## src/rtl/key_scan_low_pkg.sv

```systemverilog
// Shared constants, state codes and key-pick helpers for the key_scan_low front-end.
// Counter widths are derived with $clog2 inside the modules that own the counters.
package key_scan_low_pkg;

    localparam int N_KEYS = 4;
    localparam logic [N_KEYS-1:0] NO_KEY = 4'b1111;

    typedef enum logic {
        ST_IDLE = 1'b0,
        ST_HELD = 1'b1
    } state_t;

    // Index of the lowest active-low (0) bit; only meaningful when v != NO_KEY.
    function automatic logic [1:0] lowest_low(input logic [N_KEYS-1:0] v);
        logic [1:0] r;
        r = 2'd0;
        for (int i = N_KEYS - 1; i >= 0; i--) begin
            if (!v[i]) begin
                r = 2'(i);
            end
        end
        return r;
    endfunction

    // Active-low one-hot vector with only bit idx driven low.
    function automatic logic [N_KEYS-1:0] onehot_low(input logic [1:0] idx);
        logic [N_KEYS-1:0] r;
        r = NO_KEY;
        r[idx] = 1'b0;
        return r;
    endfunction

endpackage

```

## src/rtl/key_scan_low_debounce.sv

```systemverilog
// One pushbutton bit: 2-FF synchroniser followed by a stability counter.
// deb only follows the synced input once it has differed for DB_CNT consecutive cycles.
module key_scan_low_debounce #(
    parameter int DB_CNT = 16
) (
    input  logic clk,
    input  logic rst_n,
    input  logic raw_n,
    output logic deb
);

    localparam int CW = $clog2(DB_CNT);

    logic             meta;
    logic             sync;
    logic [CW-1:0]    cnt;

    always_ff @(posedge clk or negedge rst_n) begin
        if (!rst_n) begin
            meta <= 1'b1;
            sync <= 1'b1;
            deb  <= 1'b1;
            cnt  <= '0;
        end else begin
            meta <= raw_n;
            sync <= meta;
            if (sync == deb) begin
                cnt <= '0;
            end else if (cnt == CW'(DB_CNT - 1)) begin
                deb <= sync;
                cnt <= '0;
            end else begin
                cnt <= cnt + CW'(1);
            end
        end
    end

endmodule

```

## src/rtl/key_scan_low.sv

```systemverilog
// Debounced 4-key scanner that locks one key and drives an active-low one-hot w_n.
// Optional auto-repeat on key_press is enabled by defining AUTO_REPEAT_EN.
module key_scan_low
    import key_scan_low_pkg::*;
#(
    parameter int DB_CNT      = 16,
    parameter int REPEAT_DLY  = 64,
    parameter int REPEAT_RATE = 16
) (
    input  logic              clk,
    input  logic              rst_n,
    input  logic [N_KEYS-1:0] btn_n,
    output logic [N_KEYS-1:0] w_n,
    output logic              key_valid,
    output logic              key_press
);

    if (DB_CNT < 2) begin : g_bad_db
        $error("DB_CNT must be at least 2");
    end
    if (REPEAT_RATE < 1 || REPEAT_RATE > REPEAT_DLY) begin : g_bad_rate
        $error("REPEAT_RATE must be in 1..REPEAT_DLY");
    end

    logic [N_KEYS-1:0] deb;

    for (genvar k = 0; k < N_KEYS; k++) begin : g_deb
        key_scan_low_debounce #(
            .DB_CNT (DB_CNT)
        ) u_deb (
            .clk   (clk),
            .rst_n (rst_n),
            .raw_n (btn_n[k]),
            .deb   (deb[k])
        );
    end

    state_t            state;
    state_t            state_nx;
    logic [1:0]        idx;
    logic [1:0]        idx_nx;
    logic [N_KEYS-1:0] w_nx;
    logic              valid_nx;
    logic              press_nx;

`ifdef AUTO_REPEAT_EN
    // Counts held cycles up to REPEAT_DLY-1, then reloads so later hits are REPEAT_RATE apart.
    localparam int RW = $clog2(REPEAT_DLY + 1);
    logic [RW-1:0] rep_cnt;
    logic [RW-1:0] rep_nx;
`endif

    always_comb begin
        state_nx = state;
        idx_nx   = idx;
        w_nx     = w_n;
        valid_nx = key_valid;
        press_nx = 1'b0;
`ifdef AUTO_REPEAT_EN
        rep_nx   = rep_cnt;
`endif
        case (state)
            ST_IDLE: begin
                w_nx     = NO_KEY;
                valid_nx = 1'b0;
                if (deb != NO_KEY) begin
                    idx_nx   = lowest_low(deb);
                    w_nx     = onehot_low(lowest_low(deb));
                    valid_nx = 1'b1;
                    press_nx = 1'b1;
                    state_nx = ST_HELD;
`ifdef AUTO_REPEAT_EN
                    rep_nx   = '0;
`endif
                end
            end
            ST_HELD: begin
                // Only the locked key matters here; release wins over a repeat hit.
                if (deb[idx]) begin
                    w_nx     = NO_KEY;
                    valid_nx = 1'b0;
                    state_nx = ST_IDLE;
`ifdef AUTO_REPEAT_EN
                    rep_nx   = '0;
`endif
                end
`ifdef AUTO_REPEAT_EN
                else if (rep_cnt == RW'(REPEAT_DLY - 1)) begin
                    press_nx = 1'b1;
                    rep_nx   = RW'(REPEAT_DLY - REPEAT_RATE);
                end else begin
                    rep_nx   = rep_cnt + RW'(1);
                end
`endif
            end
            default: begin
                w_nx     = NO_KEY;
                valid_nx = 1'b0;
                state_nx = ST_IDLE;
            end
        endcase
    end

    always_ff @(posedge clk or negedge rst_n) begin
        if (!rst_n) begin
            state     <= ST_IDLE;
            idx       <= 2'd0;
            w_n       <= NO_KEY;
            key_valid <= 1'b0;
            key_press <= 1'b0;
        end else begin
            state     <= state_nx;
            idx       <= idx_nx;
            w_n       <= w_nx;
            key_valid <= valid_nx;
            key_press <= press_nx;
        end
    end

`ifdef AUTO_REPEAT_EN
    always_ff @(posedge clk or negedge rst_n) begin
        if (!rst_n) begin
            rep_cnt <= '0;
        end else begin
            rep_cnt <= rep_nx;
        end
    end
`endif

endmodule

```

## config.mk

```make
export PLATFORM = sky130hd
export DESIGN_NAME = key_scan_low
export DESIGN_NICKNAME = d
export VERILOG_FILES = /design/src/rtl/key_scan_low_pkg.sv /design/src/rtl/key_scan_low_debounce.sv /design/src/rtl/key_scan_low.sv
export SDC_FILE = /design/constraint.sdc
export NUM_CORES = 1
export LEC_CHECK = 0
export ABC_AREA = 0
export CAP_MARGIN = 20
export CORE_AREA = 3 3 57 59
export DETAILED_ROUTE_END_ITERATION = 10
export DIE_AREA = 0 0 60 62
export GPL_ROUTABILITY_DRIVEN = 1
export GPL_TIMING_DRIVEN = 0
export PLACE_DENSITY = 0.69
export SYNTH_ARGS = -nofsm -noshare
export SYNTH_HDL_FRONTEND = slang
export SYNTH_SLANG_ARGS = --single-unit
```

## constraint.sdc

```tcl
create_clock -name clk -period 3.3 [get_ports clk]
set_input_delay 0.495 -clock clk [delete_from_list [all_inputs] [get_ports clk]]
set_output_delay 0.495 -clock clk [all_outputs]
set_load 0.03 [all_outputs]
```

==> results of run 1 <==
[power by group through the flow]
stage | registers (uW) | clock network (uW) | logic (uW)
after global routing | 558 | 246 | 275
after global placement | 557 | 0 | 246
after detailed placement | 560 | 0 | 249
final | 551 | 221 | 248
after floorplan | 591 | 0 | 140
after CTS | 552 | 233 | 250
[cells in the final DEF, fill, tap and decap left out, types with 3 or more instances in the layout]
cell	instances
a21oi_1	8
buf_2	3
clkbuf_4	5
clkdlybuf4s50_1	10
dfrtp_1	21
dfstp_2	16
ha_1	4
inv_1	5
mux2_2	4
nand2_1	3
nand3_1	4
nand4b_1	3
nor2_1	8
nor2b_1	5
nor3b_1	3
o21ai_0	3
xnor2_1	8
[registers in the layout, indices dropped and copies added (netlist names)]
| name | count |
|---|---|
| g_deb.u_deb.deb | 4 |
| key_press | 1 |
| g_deb.u_deb.meta | 4 |
| key_valid | 1 |
| g_deb.u_deb.sync | 4 |
| w_n | 4 |
| g_deb.u_deb.cnt | 16 |
| state | 1 |
| idx | 2 |
[metal layers]
layer  global-route usage [%]  up-vias  share of wire, %
li1                         -      437                 -
met1                     16.4      457                43
met2                     24.7       14                49
met3                     6.20        8               4.8
met4                     9.49        0               2.8
met5                        0        -                 0
[Yosys cell counts, drive strengths merged]
master   count  area, um^2
mux2i        1        10.0
dfstp       16         420
o21ai        3        15.0
nand2b       1        6.26
nand4b       3        26.3
o21bai       1        7.51
a21o         1        7.51
xnor2        8        70.1
nor3b        3        22.5
a211oi       1        7.51
a41oi        1        8.76
inv          5        18.8
mux2         5        60.1
nor2b        5        31.3
o22ai        1        6.26
o22a         1        8.76
dfrtp       21         526
a21oi        8        40.0
nor2         8        30.0
a311oi       2        17.5
ha           4        50.1
o32a         2        20.0
a31oi        1        6.26
nand3        4        20.0
nand2        3        11.3
a2bb2oi      2        35.0
buf          4        28.8
[final timing paths]
kind	start	to	slack [ns]	cells past startpoint
worst max-delay path	w_n[1]	w_n[1]	1.24	1
worst min-delay path	rst_n	g_deb[3].u_deb.cnt[1]	0.22	1
worst max register to register	g_deb[0].u_deb.deb	w_n[1]	1.94	4
worst min register to register	g_deb[2].u_deb.meta	g_deb[2].u_deb.sync	0.36	0
max in group asynchronous	rst_n	g_deb[1].u_deb.cnt[1]	2.59	1
min in group clk	g_deb[2].u_deb.meta	g_deb[2].u_deb.sync	0.36	0
[worst register-to-register path: stages (launching register included)]
cell	delay [ns]
dfstp_2	0.52
buf_2	0.20
mux2i_1	0.14
a2bb2oi_4	0.22
a2bb2oi_1	0.21
[area by class of cell]
type                       instances  area, um^2
buffer                             4        28.8
multi-input combinational         69         518
inverter                           5        18.8
timing repair buffer              11         105
tap                               31        38.8
sequential                        37         946
fill                             222        1050
clock buffer                       6        41.3
clock inverter                     2        10.0
[logic make-up after synthesis]
family,count (synthesis),share of synthesized area (%)
AOI/OAI and AO/OA,24,11.9
xor gates and xnor gates,8,4.64
adders and majority gates,4,3.31
buffers and inverters,9,3.15
DFF,37,62.6
muxes,6,4.64
and+or+nand+nor,27,9.77
[through the flow]
step                util [%]  instance area, um^2  setup slack, ns
global placement        60.2                 1660             1.00
CTS                     61.9                 1710             1.21
global route            61.9                 1710             1.20
detailed placement      60.0                 1660             1.62
finish                  61.9                 1710             1.24
floorplan                  -                 1510             2.13
==> results_dict.tcl, run 1 <==
set metrics [dict create \
    cp-end-kind "output pin" \
    via_count 916 \
    synth_nets 125 \
    grt_pass1_wl_um 4010 \
    crit_type "reg -> out" \
    finalNonFillerCells 165 \
    combinationalPowerShare_pct 24.3 \
    drc 0 \
    die_w_um 60 \
    coreArea_um2 2760 \
    holdWs_ns 0.216 \
    cp_slowest_cell "clkdlybuf4s50_1" \
    worst_slew_pin_slew_ns 0.765 \
    grt_max_degree 38 \
    power_frac_clock_pct 21.7 \
    dp_cells 157 \
    dp_hpwl_um 1560 \
    routed_wl_um 2290 \
    cts_buffer_depth 2 \
    tns_ns 0 \
    fin_crit_sh_pct 62.4 \
    cp_slowest_stage_delay_ns 0.67 \
    overflow 0 \
    grt_pass1_vias 932 \
    cts_inserted_buffers 5 \
    setup_viol 0 \
    portBuffers 11 \
    fin_total_pwr_uw 1020 \
    p_int_uw 713 \
    seq_area_frac_synth_pct 62.6 \
    std_cell_rows 19 \
    max-vdd-ir-drop_uv 485 \
    p_switching_uw 307 \
    dieArea_um2 3720 \
    clkTransAtPathRegs_ns 0.10 \
    hold_violations 0 \
    worstPathArrival_ns 1.56 \
    critPathLaunchType "flip-flop" \
    crit_chain "clkdlybuf4s50_1" \
    start_util_pct 54.8 \
    clk_latency_ns 0.34 \
    antenna_left 0 \
    slew_viol_final 0 \
    cts_resized 0 \
    crit_buf_inv 1 \
    first_iter_violations 26 \
    cellLeakagePower_uw 0.000714 \
    grtUsageTotal_pct 15.1 \
    n_antenna_cell 0 \
    drive_above_1_share_pct 25.4 \
    cap_violations 0 \
    min_path_type "in -> async" \
    routed_via_density 5.55 \
    p_per_area_nw_per_um2 598 \
    gp_congestion 0.744 \
    netlist_area_um2 1510 \
    cts_sinks 37 \
    hold_buffers 0 \
    yosys.cell_types.count 31 \
    required_ns 2.80 \
    power.share.switching_pct 30.1 \
    cts_root_buffer "clkbuf_4" \
    firstDrtPassIters 4 \
    antenna_found_initial 0 \
    ys_ff_latch 37 \
    worst-path-max-fanout 2 \
    fin_skew_ns 0.00926 \
    yosysWarnings 0 \
    cts_tree "done" \
    avgRoutedWirePerCell_um 13.9 \
    area_growth_pct 12.9 \
    syn_avg_cell_area_um2 13.1 \
    status "finished, final reports clean" \
    h-tree-depth 2 \
    rsz0062_at_grt "no" \
    synth_cells 115 \
    seqPwrFrac_pct 54.0 \
    top_level_ports 12 \
    nets 143 \
    min_period_ns 2.06 \
    fmaxAchievable_ghz 0.486 \
    postCtsSetupBuffers 0 \
    slew_headroom_pct 49.0 \
    path_delay_family "buffers and inverters" \
    die_h_um 62 \
]
No activity file was read; power rests on OpenSTA's default activity.
==> inputs of run 2 (changes only) <==
--- a/config.mk
+++ b/config.mk
@@ -7,12 +7,12 @@
 export LEC_CHECK = 0
 export ABC_AREA = 0
 export CAP_MARGIN = 20
-export CORE_AREA = 3 3 57 59
+export CORE_AREA = 3 3 59 61
 export DETAILED_ROUTE_END_ITERATION = 10
-export DIE_AREA = 0 0 60 62
+export DIE_AREA = 0 0 62 64
 export GPL_ROUTABILITY_DRIVEN = 1
 export GPL_TIMING_DRIVEN = 0
-export PLACE_DENSITY = 0.69
+export PLACE_DENSITY = 0.68
 export SYNTH_ARGS = -nofsm -noshare
 export SYNTH_HDL_FRONTEND = slang
 export SYNTH_SLANG_ARGS = --single-unit
==> constraint.sdc (replaced) <==
create_clock -name clk -period 1.7 [get_ports clk]
set_input_delay 0.255 -clock clk [delete_from_list [all_inputs] [get_ports clk]]
set_output_delay 0.255 -clock clk [all_outputs]
set_load 0.03 [all_outputs]
==> run 2 against run 1 <==
  * Via count up 0.11%
  * Core utilization is 4.2 points lower
  * Wire length grew 0.48%
  * Total power rose by 100%
  * Clock power is 140% higher
  * Highest routed layer unchanged
==> results_dict.tcl, run 2 (synthesized netlist as in run 1, its figures left out) <==
set metrics [dict create \
    largest_reg_flops 16 \
    p_int_uw 1460 \
    top_register "g_deb.u_deb.cnt" \
    cp_slowest_stage_delay_ns 0.67 \
    p_per_area_nw_per_um2 1190 \
    post-route-util_pct 57.7 \
    crit_chain "clkdlybuf4s50_1" \
    routed_via_density 5.12 \
    cts_tree "done" \
    nets 144 \
    first_iter_violations 29 \
    via_count 917 \
    worst_slew_pin_slew_ns 0.773 \
    slew_headroom_pct 48.4 \
    std_cell_rows 20 \
    cts_sinks 37 \
    clkTransAtPathRegs_ns 0.11 \
    required_ns 1.44 \
    worst-path-max-fanout 2 \
    avgRoutedWirePerCell_um 12.9 \
    ff_latch_area_um2 946 \
    top_level_ports 12 \
    dp_cells 170 \
    stdcell_area_um2 1750 \
    p_switching_uw 613 \
    gp_congestion 0.722 \
    seqPwrFrac_pct 51.5 \
    cp_slowest_cell "clkdlybuf4s50_1" \
    fin_crit_sh_pct 95.3 \
    finalNonFillerCells 179 \
    power_frac_clock_pct 25.3 \
    cts_buffer_depth 2 \
    layout_common_cells "dfrtp_1, dfstp_2, xnor2_1, nor2_1, a21oi_1" \
    setup_viol 0 \
    fin_skew_ns 0.0106 \
    h-tree-depth 2 \
    antenna_left 0 \
    power.share.switching_pct 29.6 \
    firstDrtPassIters 4 \
    cp-end-kind "output pin" \
    final_common_cell "dfrtp_1" \
    grt_max_degree 38 \
    critPathLaunchType "flip-flop" \
    portBuffers 11 \
    coreArea_um2 3030 \
    antenna_found_initial 0 \
    rsz0062_at_grt "no" \
    routed_wl_um 2300 \
    max-vdd-ir-drop_uv 612 \
    fillers 248 \
    multi_input_area_um2 518 \
    tns_ns 0 \
    drive_above_1_share_pct 25.9 \
    hold_violations 0 \
    status "finished, final reports clean" \
    min_period_ns 1.62 \
    die_h_um 64 \
    postPlaceCellArea_um2 1670 \
    cellLeakagePower_uw 0.000722 \
    overflow 0 \
    grtUsageTotal_pct 14.1 \
    combinationalPowerShare_pct 23.2 \
    fin_total_pwr_uw 2070 \
    clk_latency_ns 0.35 \
    crit_type "reg -> out" \
    crit_cells 1 \
    cap_violations 0 \
    path_delay_family "buffers and inverters" \
    start_util_pct 49.9 \
    worstPathArrival_ns 1.36 \
    crit_buf_inv 1 \
    grt_pass1_vias 928 \
    slew_viol_final 0 \
    area_growth_pct 15.6 \
    n_antenna_cell 0 \
    ff2ff_path_depth 4 \
    hold_path_depth 1 \
    grt_pass1_wl_um 4100 \
    drc 0 \
    dieArea_um2 3970 \
    cts_root_buffer "clkbuf_4" \
    min_path_type "in -> reg" \
    fmaxAchievable_ghz 0.617 \
    postCtsSetupBuffers 0 \
    die_w_um 62 \
    cts_inserted_buffers 5 \
]
## run 2: changes by cell type in the layout (fill, tap and decap cells not counted)
cell / delta
clkbuf_1: -1
clkinv_2: -1
clkdlybuf4s50_1: -4
dlygate4sd2_1: +4
dlygate4sd3_1: +1
clkbuf_8: +2
## run 2: worst reg2reg max path: stages (launching register included)
cell,delay (ns)
dfstp_2,0.52
buf_2,0.18
mux2i_1,0.14
a2bb2oi_4,0.23
a2bb2oi_1,0.19
## run 2: worst paths after layout
check,from,end,slack [ns]
worst max register to register,g_deb[0].u_deb.deb,w_n[1],0.37
worst max-delay path,key_valid,key_valid,0.08
worst min-delay path,btn_n[1],g_deb[1].u_deb.meta,0.31
min in group asynchronous,rst_n,idx[1],0.52
worst min register to register,g_deb[3].u_deb.meta,g_deb[3].u_deb.sync,0.35
max in group asynchronous,rst_n,g_deb[2].u_deb.cnt[2],0.69
## run 2: layout make-up
cell class | instances | share of cell area (%)
Buffer | 4 | 1.65
Clock buffer | 7 | 3.72
Clock inverter | 1 | 0.287
Inverter | 5 | 1.07
Multi-Input combinational cell | 69 | 29.7
Sequential cell | 37 | 54.2
Tap cell | 44 | 3.15
Timing Repair Buffer | 12 | 6.30
## run 2: per-layer routing
layer	share of wire, %	GRT usage (%)	up-vias
li1	-	-	440
met3	5.3	6.06	7
met5	0	0	-
met4	2.1	5.84	0
met2	45	19.0	24
met1	48	19.6	446
## run 2: what timing repair did
item,4_1_cts,5_1_grt
endpoints found under the hold margin,9,0
hold buffers,1,0
gates resized for setup,4,0
endpoints found under the setup margin,4,0
## run 2: power by group through the flow
stage	registers, uW	logic (uW)	clock network, uW
floorplan	1150	272	0
global placement	1080	472	0
detailed placement	1080	492	0
CTS	1070	485	546
global route	1080	528	591
finish	1070	480	525
## run 2: metrics by stage
stage | worst slack, ns | hold WS (ns)
after floorplan | 0.528 | -0.0406
final | 0.0802 | 0.309
after CTS | 0.0625 | 0.295
after global routing | 0.0207 | 0.287
after global placement | -0.351 | 0.346
after detailed placement | 0.264 | 0.347
==> inputs of run 3 (changes only) <==
--- a/config.mk
+++ b/config.mk
@@ -13,6 +13,8 @@
 export GPL_ROUTABILITY_DRIVEN = 1
 export GPL_TIMING_DRIVEN = 0
 export PLACE_DENSITY = 0.68
+export SETUP_SLACK_MARGIN = 0.2
+export SKIP_LAST_GASP = 1
 export SYNTH_ARGS = -nofsm -noshare
 export SYNTH_HDL_FRONTEND = slang
 export SYNTH_SLANG_ARGS = --single-unit
==> run 3 against run 2 <==
  * Worst hold slack gained 0.00089 ns
  * Combinational power shrank 2%
  * Sequential power is essentially flat
  * Clock skew decreased by 0.00070 ns
  * Non-clock buffer count did not move
  * Critical path depth unchanged
  * Total power down 0.39%
  * Sequential share of layout area hardly changed
  * Final cell count is the same
  * Cell area barely moved
  * Die area is the same
  * Count of clock-buffer cells in the layout unchanged
==> results_dict.tcl, run 3 (synthesized netlist as in run 1, its figures left out) <==
set metrics [dict create \
    postCtsSetupBuffers 0 \
    std_cell_rows 20 \
    top_level_ports 12 \
    n_antenna_cell 0 \
    worst-path-max-fanout 2 \
    worst-r2r-setup-slack_ns 0.37 \
    crit_type "reg -> out" \
    nets 144 \
    fin_skew_ns 0.00987 \
    holdWs_ns 0.310 \
    crit_chain "clkdlybuf4s15_2" \
    portBuffers 11 \
    top_register "g_deb.u_deb.cnt" \
    final_common_cell "dfrtp_1" \
    path_delay_family "flip-flops" \
    post-route-util_pct 57.7 \
    cellLeakagePower_uw 0.000734 \
    cp-end-kind "output pin" \
    fin_crit_sh_pct 84.9 \
    tns_ns 0 \
    start_util_pct 49.9 \
    grt_max_degree 38 \
    reg2reg_to "w_n[1]" \
    clkTransAtPathRegs_ns 0.10 \
    cts_tree "done" \
    cp_slowest_cell "dfstp_2" \
    routed_wl_um 2340 \
    antenna_left 0 \
    min_period_ns 1.44 \
    r2r-start "g_deb[0].u_deb.deb" \
    dieArea_um2 3970 \
    fmaxAchievable_ghz 0.693 \
    hold_path_depth 1 \
    h-tree-depth 2 \
    pre_cts_ws_ns 0.264 \
    crit_path_end "w_n[3]" \
    crit_cells 1 \
    antenna_found_initial 0 \
    slew_viol_final 0 \
    crit_buf_inv 1 \
    status "finished, final reports clean" \
    rsz0062_at_grt "no" \
    largest_reg_flops 16 \
    via_count 922 \
    worst_slew_pin_slew_ns 0.770 \
    slew_headroom_pct 48.7 \
    cts_root_buffer "clkbuf_4" \
    clk_latency_ns 0.35 \
    drive_above_1_share_pct 28.9 \
    ff2ff_path_depth 4 \
    setup_viol 0 \
    required_ns 1.44 \
    area_growth_pct 15.6 \
    layout_common_cells "dfrtp_1, dfstp_2, xnor2_1, nor2_1, a21oi_1" \
    coreArea_um2 3030 \
    firstDrtPassIters 4 \
    gp_congestion 0.722 \
    max-vdd-ir-drop_uv 620 \
    worstPathArrival_ns 1.19 \
    cp_slowest_stage_delay_ns 0.55 \
    cts_inserted_buffers 5 \
    die_w_um 62 \
    grtUsageTotal_pct 14.4 \
    grt_pass1_vias 928 \
    die_h_um 64 \
    cap_violations 0 \
    worst_slack_ns 0.256 \
    grt_pass1_wl_um 4170 \
    cts_buffer_depth 2 \
    avgRoutedWirePerCell_um 13.1 \
    startpoint "w_n[3]" \
    critPathLaunchType "flip-flop" \
    min_path_type "in -> reg" \
    routed_via_density 5.15 \
    drc 0 \
    hold_violations 0 \
    p_per_area_nw_per_um2 1180 \
    overflow 0 \
    first_iter_violations 34 \
    cts_sinks 37 \
]
-- run 3: routing by layer --
layer	global-route usage (%)	vias up	routed length (um)
met5	0	-	0
met4	5.57	0	48
met3	6.06	7	124
met2	19.7	21	1060
met1	20.0	453	1120
li1	-	441	-
-- run 3: through the flow --
| step | power [uW] | instance area [um^2] | cells |
|---|---|---|---|
| 2_1_floorplan | 1420 | 1510 | 115 |
| 3_3_place_gp | 1550 | 1680 | 170 |
| 3_5_place_dp | 1580 | 1670 | 170 |
| 4_1_cts | 2090 | 1750 | 179 |
| 5_1_grt | 2190 | 1750 | 179 |
| 6_report | 2060 | 1750 | 179 |
-- run 3: worst min-delay path by stage --
stage | from | to | slack [ns]
global placement | g_deb[1].u_deb.meta | g_deb[1].u_deb.sync | 0.35
CTS | btn_n[1] | g_deb[1].u_deb.meta | 0.30
detailed placement | g_deb[3].u_deb.meta | g_deb[3].u_deb.sync | 0.35
finish | btn_n[1] | g_deb[1].u_deb.meta | 0.31
global route | btn_n[3] | g_deb[3].u_deb.meta | 0.29
floorplan | rst_n | g_deb[0].u_deb.cnt[0] | -0.04
-- run 3: final cells by class --
type / instances / area [um^2]
clock inverters: 1 / 5.00
fillers: 251 / 1280
flip-flops and latches: 37 / 946
clock buffers: 7 / 65.1
well taps: 44 / 55.1
multi-input cells: 69 / 518
plain buffers: 4 / 28.8
inverters: 5 / 18.8
repair buffers: 12 / 111
-- run 3: repair_timing --
item,in CTS,in global routing
hold buffers,1,0
resized for setup,12,2
pin swaps,0,0
setup endpoints to repair,6,1
endpoints found under the hold margin,9,0
-- run 3: power breakdown --
group | total (uW) | switching, uW | leakage (uW) | internal (uW)
Clock | 525 | 286 | 0.0000413 | 240
Combinational | 471 | 263 | 0.000253 | 208
Sequential | 1070 | 67.9 | 0.000440 | 1000
Total | 2060 | 616 | 0.000734 | 1450
